## src/rtl/dmem_pkg.sv

```systemverilog
// Shared types and default parameters for the data-memory responder.
// Holds the FSM state encoding and the default sizing of the block.
package dmem_pkg;

    localparam int DEF_NBITS   = 8;
    localparam int DEF_NWORDS  = 64;
    localparam int DEF_LATENCY = 2;

    // Wide enough for the largest legal LATENCY (15).
    localparam int CNT_W = 4;

    typedef enum logic [1:0] {
        IDLE = 2'd0,
        WAIT = 2'd1,
        RESP = 2'd2
    } state_t;

endpackage

```

## src/rtl/dmem_responder_if.sv

```systemverilog
// Datapath-to-memory bus for the data-memory responder.
// MemRead/MemWrite act as the request valid and stay asserted until Ready; Ready is a
// one-cycle completion strobe and Error qualifies the response only while Ready=1.
interface dmem_if #(
    parameter int NBITS = dmem_pkg::DEF_NBITS
);

    logic             MemRead;
    logic             MemWrite;
    logic [NBITS-1:2] Address;
    logic [NBITS-1:0] WriteData;
    logic [NBITS-1:0] ReadData;
    logic             Ready;
    logic             Error;

    modport master (
        output MemRead,
        output MemWrite,
        output Address,
        output WriteData,
        input  ReadData,
        input  Ready,
        input  Error
    );

    modport slave (
        input  MemRead,
        input  MemWrite,
        input  Address,
        input  WriteData,
        output ReadData,
        output Ready,
        output Error
    );

endinterface

```

## src/rtl/dmem_lat_counter.sv

```systemverilog
// Latency countdown for the data-memory responder: loadable down-counter with a zero flag.
// The count saturates at zero so it can be enabled for the whole wait phase.
module dmem_lat_counter
    import dmem_pkg::*;
(
    input  logic             clock,
    input  logic             reset,
    input  logic             load,
    input  logic [CNT_W-1:0] load_val,
    input  logic             enable,
    output logic             zero
);

    logic [CNT_W-1:0] count;

    always_ff @(posedge clock or negedge reset) begin
        if (!reset) begin
            count <= '0;
        end else if (load) begin
            count <= load_val;
        end else if (enable && (count != '0)) begin
            count <= count - 1'b1;
        end
    end

    assign zero = (count == '0);

endmodule

```

## src/rtl/dmem_responder.sv

```systemverilog
// Data-memory responder: accepts one read/write request, waits LATENCY cycles,
// then answers with a single-cycle Ready strobe carrying ReadData and Error.
module dmem_responder
    import dmem_pkg::*;
#(
    parameter int NBITS   = DEF_NBITS,
    parameter int NWORDS  = DEF_NWORDS,
    parameter int LATENCY = DEF_LATENCY
) (
    input  logic   clock,
    input  logic   reset,
    dmem_if.slave  bus,
    output state_t dbg_state
);

    localparam int               AW       = (NWORDS > 1) ? $clog2(NWORDS) : 1;
    localparam logic [CNT_W-1:0] LAT_LOAD = CNT_W'((LATENCY > 0) ? LATENCY - 1 : 0);

    state_t           state;
    logic             rd_q;
    logic             wr_q;
    logic [NBITS-1:2] addr_q;
    logic [NBITS-1:0] wdata_q;
    logic [NBITS-1:0] rdata_q;
    logic             ready_q;
    logic             error_q;
    logic [NBITS-1:0] mem [NWORDS];

    logic             accept;
    logic             cnt_zero;
    logic             cnt_load;
    logic             cnt_en;
    logic             enter_resp;
    logic             commit;
    logic             acc_rd;
    logic             acc_wr;
    logic [NBITS-1:2] acc_addr;
    logic             acc_inr;
    logic [AW-1:0]    acc_idx;

    // In IDLE the access is still on the bus (needed when LATENCY=0 goes straight
    // to RESP); afterwards it comes from the captured registers.
    always_comb begin
        accept     = (state == IDLE) && (bus.MemRead || bus.MemWrite);
        acc_rd     = (state == IDLE) ? bus.MemRead  : rd_q;
        acc_wr     = (state == IDLE) ? bus.MemWrite : wr_q;
        acc_addr   = (state == IDLE) ? bus.Address  : addr_q;
        acc_inr    = (32'(acc_addr) < NWORDS);
        acc_idx    = AW'(acc_addr);
        enter_resp = (accept && (LATENCY == 0)) || ((state == WAIT) && cnt_zero);
        cnt_load   = accept && (LATENCY != 0);
        cnt_en     = (state == WAIT);
        commit     = (state == RESP) && acc_wr && !acc_rd && acc_inr;
    end

    dmem_lat_counter u_lat_counter (
        .clock    (clock),
        .reset    (reset),
        .load     (cnt_load),
        .load_val (LAT_LOAD),
        .enable   (cnt_en),
        .zero     (cnt_zero)
    );

    always_ff @(posedge clock or negedge reset) begin
        if (!reset) begin
            state   <= IDLE;
            rd_q    <= 1'b0;
            wr_q    <= 1'b0;
            addr_q  <= '0;
            wdata_q <= '0;
            rdata_q <= '0;
            ready_q <= 1'b0;
            error_q <= 1'b0;
        end else begin
            ready_q <= enter_resp;
            error_q <= enter_resp && ((acc_rd && acc_wr) || !acc_inr);
            if (enter_resp && acc_rd && !acc_wr) begin
                rdata_q <= acc_inr ? mem[acc_idx] : '0;
            end
            case (state)
                IDLE: begin
                    if (accept) begin
                        rd_q    <= bus.MemRead;
                        wr_q    <= bus.MemWrite;
                        addr_q  <= bus.Address;
                        wdata_q <= bus.WriteData;
                        state   <= (LATENCY == 0) ? RESP : WAIT;
                    end
                end
                WAIT: begin
                    if (cnt_zero) begin
                        state <= RESP;
                    end
                end
                RESP:    state <= IDLE;
                default: state <= IDLE;
            endcase
        end
    end

    // Writes land on the edge leaving RESP, so a reset during the wait drops them.
    always_ff @(posedge clock or negedge reset) begin
        if (!reset) begin
            for (int i = 0; i < NWORDS; i++) begin
                mem[i] <= '0;
            end
        end else if (commit) begin
            mem[acc_idx] <= wdata_q;
        end
    end

    assign bus.ReadData = rdata_q;
    assign bus.Ready    = ready_q;
    assign bus.Error    = error_q;
    assign dbg_state    = state;

endmodule

```

## src/flat_wrapper.sv

```systemverilog
// flat-port wrapper written by rule: the top's interface ports become plain ports
module dmem_responder_flat import dmem_pkg::*;
#(
    parameter int NBITS   = DEF_NBITS,
    parameter int NWORDS  = DEF_NWORDS,
    parameter int LATENCY = DEF_LATENCY
)
  (clock, reset, dbg_state, bus_MemRead, bus_MemWrite, bus_Address, bus_WriteData, bus_ReadData, bus_Ready, bus_Error);
  dmem_if #(.NBITS(NBITS)) bus_i ();
  input  logic clock;
  input  logic reset;
  output state_t dbg_state;
  input wire logic [$bits(bus_i.MemRead)-1:0] bus_MemRead;
  input wire logic [$bits(bus_i.MemWrite)-1:0] bus_MemWrite;
  input wire logic [$bits(bus_i.Address)-1:0] bus_Address;
  input wire logic [$bits(bus_i.WriteData)-1:0] bus_WriteData;
  output wire logic [$bits(bus_i.ReadData)-1:0] bus_ReadData;
  output wire logic [$bits(bus_i.Ready)-1:0] bus_Ready;
  output wire logic [$bits(bus_i.Error)-1:0] bus_Error;
  assign bus_i.MemRead = bus_MemRead;
  assign bus_i.MemWrite = bus_MemWrite;
  assign bus_i.Address = bus_Address;
  assign bus_i.WriteData = bus_WriteData;
  assign bus_ReadData = bus_i.ReadData;
  assign bus_Ready = bus_i.Ready;
  assign bus_Error = bus_i.Error;
  dmem_responder #(.NBITS(NBITS), .NWORDS(NWORDS), .LATENCY(LATENCY)) u_core (.clock(clock), .reset(reset), .bus(bus_i), .dbg_state(dbg_state));
endmodule
```

## config.mk

```make
export PLATFORM = sky130hd
export DESIGN_NAME = dmem_responder_flat
export DESIGN_NICKNAME = d
export VERILOG_FILES = /design/src/rtl/dmem_pkg.sv /design/src/rtl/dmem_responder_if.sv /design/src/rtl/dmem_lat_counter.sv /design/src/rtl/dmem_responder.sv /design/src/flat_wrapper.sv
export SDC_FILE = /design/constraint.sdc
export NUM_CORES = 1
export LEC_CHECK = 0
export ABC_AREA = 1
export CORE_UTILIZATION = 55
export DETAILED_ROUTE_END_ITERATION = 6
export PLACE_DENSITY_LB_ADDON = 0.05
export SYNTH_ARGS = -nofsm -noshare
export SYNTH_HDL_FRONTEND = slang
export SYNTH_SLANG_ARGS = --single-unit
```

## constraint.sdc

```tcl
create_clock -name clock -period 2.6 [get_ports clock]
set_clock_uncertainty 0.1 [all_clocks]
set_input_delay 0.39 -clock clock [delete_from_list [all_inputs] [get_ports clock]]
set_output_delay 0.39 -clock clock [all_outputs]
set_load 0.005 [all_outputs]
```

==> impl_metrics.toml <==
[synthesis]
synth_edf_count = 0
synth_common_cells = "nand2_1 (1174), o21ai_0 (575), dfrtp_1 (544)"
synth_area_mm2 = 0.02602
synth_fp_nets = 3439
avgSynthCellArea_um2 = 7.609
postSynthCellCount = 3420
synth_flop_cell = "dfrtp_1"
synth_top_area_frac = 0.5231
yosysMostFrequentCell = "nand2_1"
async_flop_share = 1.000
yosys-top-cells-area = "dfrtp_1 (52%), nand2_1 (17%), o21ai_0 (11%), inv_1 (6.5%), nand3_1 (4.8%)"
ys_seq_area_frac = 0.5231
yosys.area.top_type = "dfrtp_1"
ys_types = 28
synth_warnings = 0
synth_seq_cells = 544

[floorplanning]
core_area_mm2 = 0.04665
core.rowCount = 79
start_util = 0.5578
num_io_pins = 30
die_w_um = 219.5
die_h_um = 219.5
die-area_mm2 = 0.04819

[pwr]
p_clk_frac = 0.219
share_comb_of_total_power = 0.529
ir_drop_mv = 0.8275
p_switching_mw = 16.08
total_power_mw = 37.84
p_leak_nw = 15.57
power_density_mw_per_mm2 = 1165
p_seq_frac = 0.253
p_int_mw = 21.76
sw_frac_of_total = 0.4249

[sta]
drv_slew = 0
fmax_ghz = 0.3873
worst-slew-pin-transition_ps = 647.1
finalHoldViolCount = 0
min_period_ps = 2582
worst_slew_margin_rel = 0.5686
fin_crit_sh = 0.9930
setup_violations = 0
grt_setup_unrepaired = "true"
hold_ws_ps = 238.8

[drt]
drt_iter0_markers = 2446
ant_nets = 0
via_per_inst = 5.443
wl_um = 79270
first_pass_iters = 7
wl_per_cell_um = 18.69
vias = 23080
drc = 14

[flow_run]
max-cap-violations = 0

[grt]
grt_pass1_vias = 21770
antenna_found_initial = 1
grt_pass1_wl_um = 122000
grtUsageTotal = 0.3297
grt_max_degree = 76
overflow = 0

[cells_and_area]
nets = 3608
n_antenna_cell = 0
fillers = 3770
areaGrowthSynthToFinish_pct = 24.76
drive_above_1_share = 0.1742

[worst_setup_path]
cp_max_fo = 8
startpoint_type = "flip-flop"
crit_type = "reg -> reg"
cp.arrival_ps = 2940
end_kind = "flip-flop"
cp_data_required_time_ps = 2960

[outcome]
failed_checks = "DRC"
status = "finished with violations"

[clocking]
htree_levels = 2
cts_root_buffer = "clkbuf_16"
ctsLongestPathBuffers = 3
clk_pin_slew_ps = 60
numCtsBuffers = 57
clock_latency_ps = 610
clock-sinks = 544
cts_tree = "built"

[worst_hold_path]
hp-class = "in -> async"

[placed_design]
gp_congestion = 0.9432
port_buffers = 29
dp_hpwl_um = 48600
==> power by group through the flow <==
stage | clock, mW | sequential (mW) | combinational (mW)
after floorplan | 0 | 9.55 | 9.08
after global placement | 0 | 9.65 | 16.5
after detailed placement | 0 | 9.67 | 16.6
after CTS | 8.37 | 9.53 | 18.1
after global routing | 8.71 | 9.62 | 21.4
final | 8.28 | 9.56 | 20.0
==> layout by cell type (no fill, tap or decap), types with 15 or more instances in the layout <==
cell and count:
nand2_2 53, clkdlybuf4s50_1 28, buf_6 33, buf_4 148
nor2_2 17, o211ai_1 18, clkbuf_8 15, or2_2 92
o21ai_0 464, o21ai_1 99, buf_12 83, clkbuf_16 69
nand2_4 16, nand2_1 1098, inv_1 442, nand3_1 240
o21ai_2 16, dfrtp_1 543, nor2_1 38
==> per-stage QoR <==
step	cells	TNS, ps	area, µm²	worst slack, ps	util
after floorplan	3420	0	26020	218.0	-
after global placement	4082	-103140	29050	-508.9	0.6226
after detailed placement	4082	-129450	29050	-503.0	0.6226
after CTS	4217	-316.7	31600	-35.50	0.6772
after global routing	4240	-1603	32470	-64.55	0.6959
final	4240	0	32470	18.25	0.6959
==> state kept, by name, summed over array words and instances, names as in the netlist <==
| register | cells |
|---|---|
| u_core.bus.ReadData | 8 |
| u_core.addr_q | 6 |
| u_core.u_lat_counter.count | 4 |
| u_core.mem | 512 |
| u_core.wdata_q | 8 |
| u_core.bus.Error | 1 |
| u_core.rd_q | 1 |
| u_core.wr_q | 1 |
| u_core.dbg_state | 2 |
| u_core.bus.Ready | 1 |
==> layer usage <==
metal | global-route usage | part of all wire | vias up
li1 | - | - | 10990
met4 | 0.1278 | 0.033 | 2
met2 | 0.5292 | 0.47 | 733
met5 | 0 | 0.00016 | -
met3 | 0.04859 | 0.064 | 150
met1 | 0.4520 | 0.43 | 11210
==> worst max-delay path, stage by stage, from the launching register on <==
cell and delay (ps):
dfrtp_1 430, buf_6 130, inv_4 30, buf_6 110, nor4_4 320, buf_4 190
clkinvlp_4 140, buf_6 150, nor4_4 180, buf_12 290, nand2_8 80, buf_8 140
nand2_1 70, o21ai_1 60
==> cell type report <==
| cell class | instances | area (µm²) | share of cell area |
|---|---|---|---|
| Clock buffer | 87 | 1732 | 0.05334 |
| Clock inverter | 16 | 161.4 | 0.004971 |
| Inverter | 454 | 1710 | 0.05268 |
| Multi-Input combinational cell | 2211 | 10480 | 0.3227 |
| Sequential cell | 544 | 13610 | 0.4193 |
| Tap cell | 607 | 759.5 | 0.02339 |
| Timing Repair Buffer | 321 | 4013 | 0.1236 |
==> logic make-up (layout without fill, tap and decap cells) <==
| family | count (synthesis) | after routing | share of synthesized area |
|---|---|---|---|
| DFF | 544 | 544 | 0.5231 |
| AOI/OAI and AO/OA | 600 | 600 | 0.1176 |
| xor gates and xnor gates | 1 | 1 | 0.0003366 |
| and+or+nand+nor | 1609 | 1609 | 0.2598 |
| adders and majority gates | 1 | 1 | 0.0004807 |
| buffers and inverters | 665 | 878 | 0.09861 |
==> path summary, 6_finish.rpt <==
check                                              startpoint                             to  slack (ps)  cells past startpoint
worst max-delay path                      u_core.dbg_state[1]                u_core.mem[207]          20                     13
worst min register to register  u_core.u_lat_counter.count[3]  u_core.u_lat_counter.count[3]         370                      1
worst min-delay path                                    reset                u_core.mem[172]         240                      2
min in group clock                           bus_WriteData[1]              u_core.wdata_q[1]         260                      3
worst max register to register            u_core.dbg_state[1]                u_core.mem[207]          20                     13
max in group asynchronous                               reset                u_core.mem[427]        1330                      3
==> what timing repair did <==
item / CTS / global route
buffers inserted: 22 / 11
endpoints found under the hold margin: 44 / 0
hold buffers: 1 / 0
endpoints found under the setup margin: 520 / 285
resized for setup: 101 / 246
gates cloned: 9 / 14
pin swaps: 16 / 42
(Power assumes the default switching activity.)
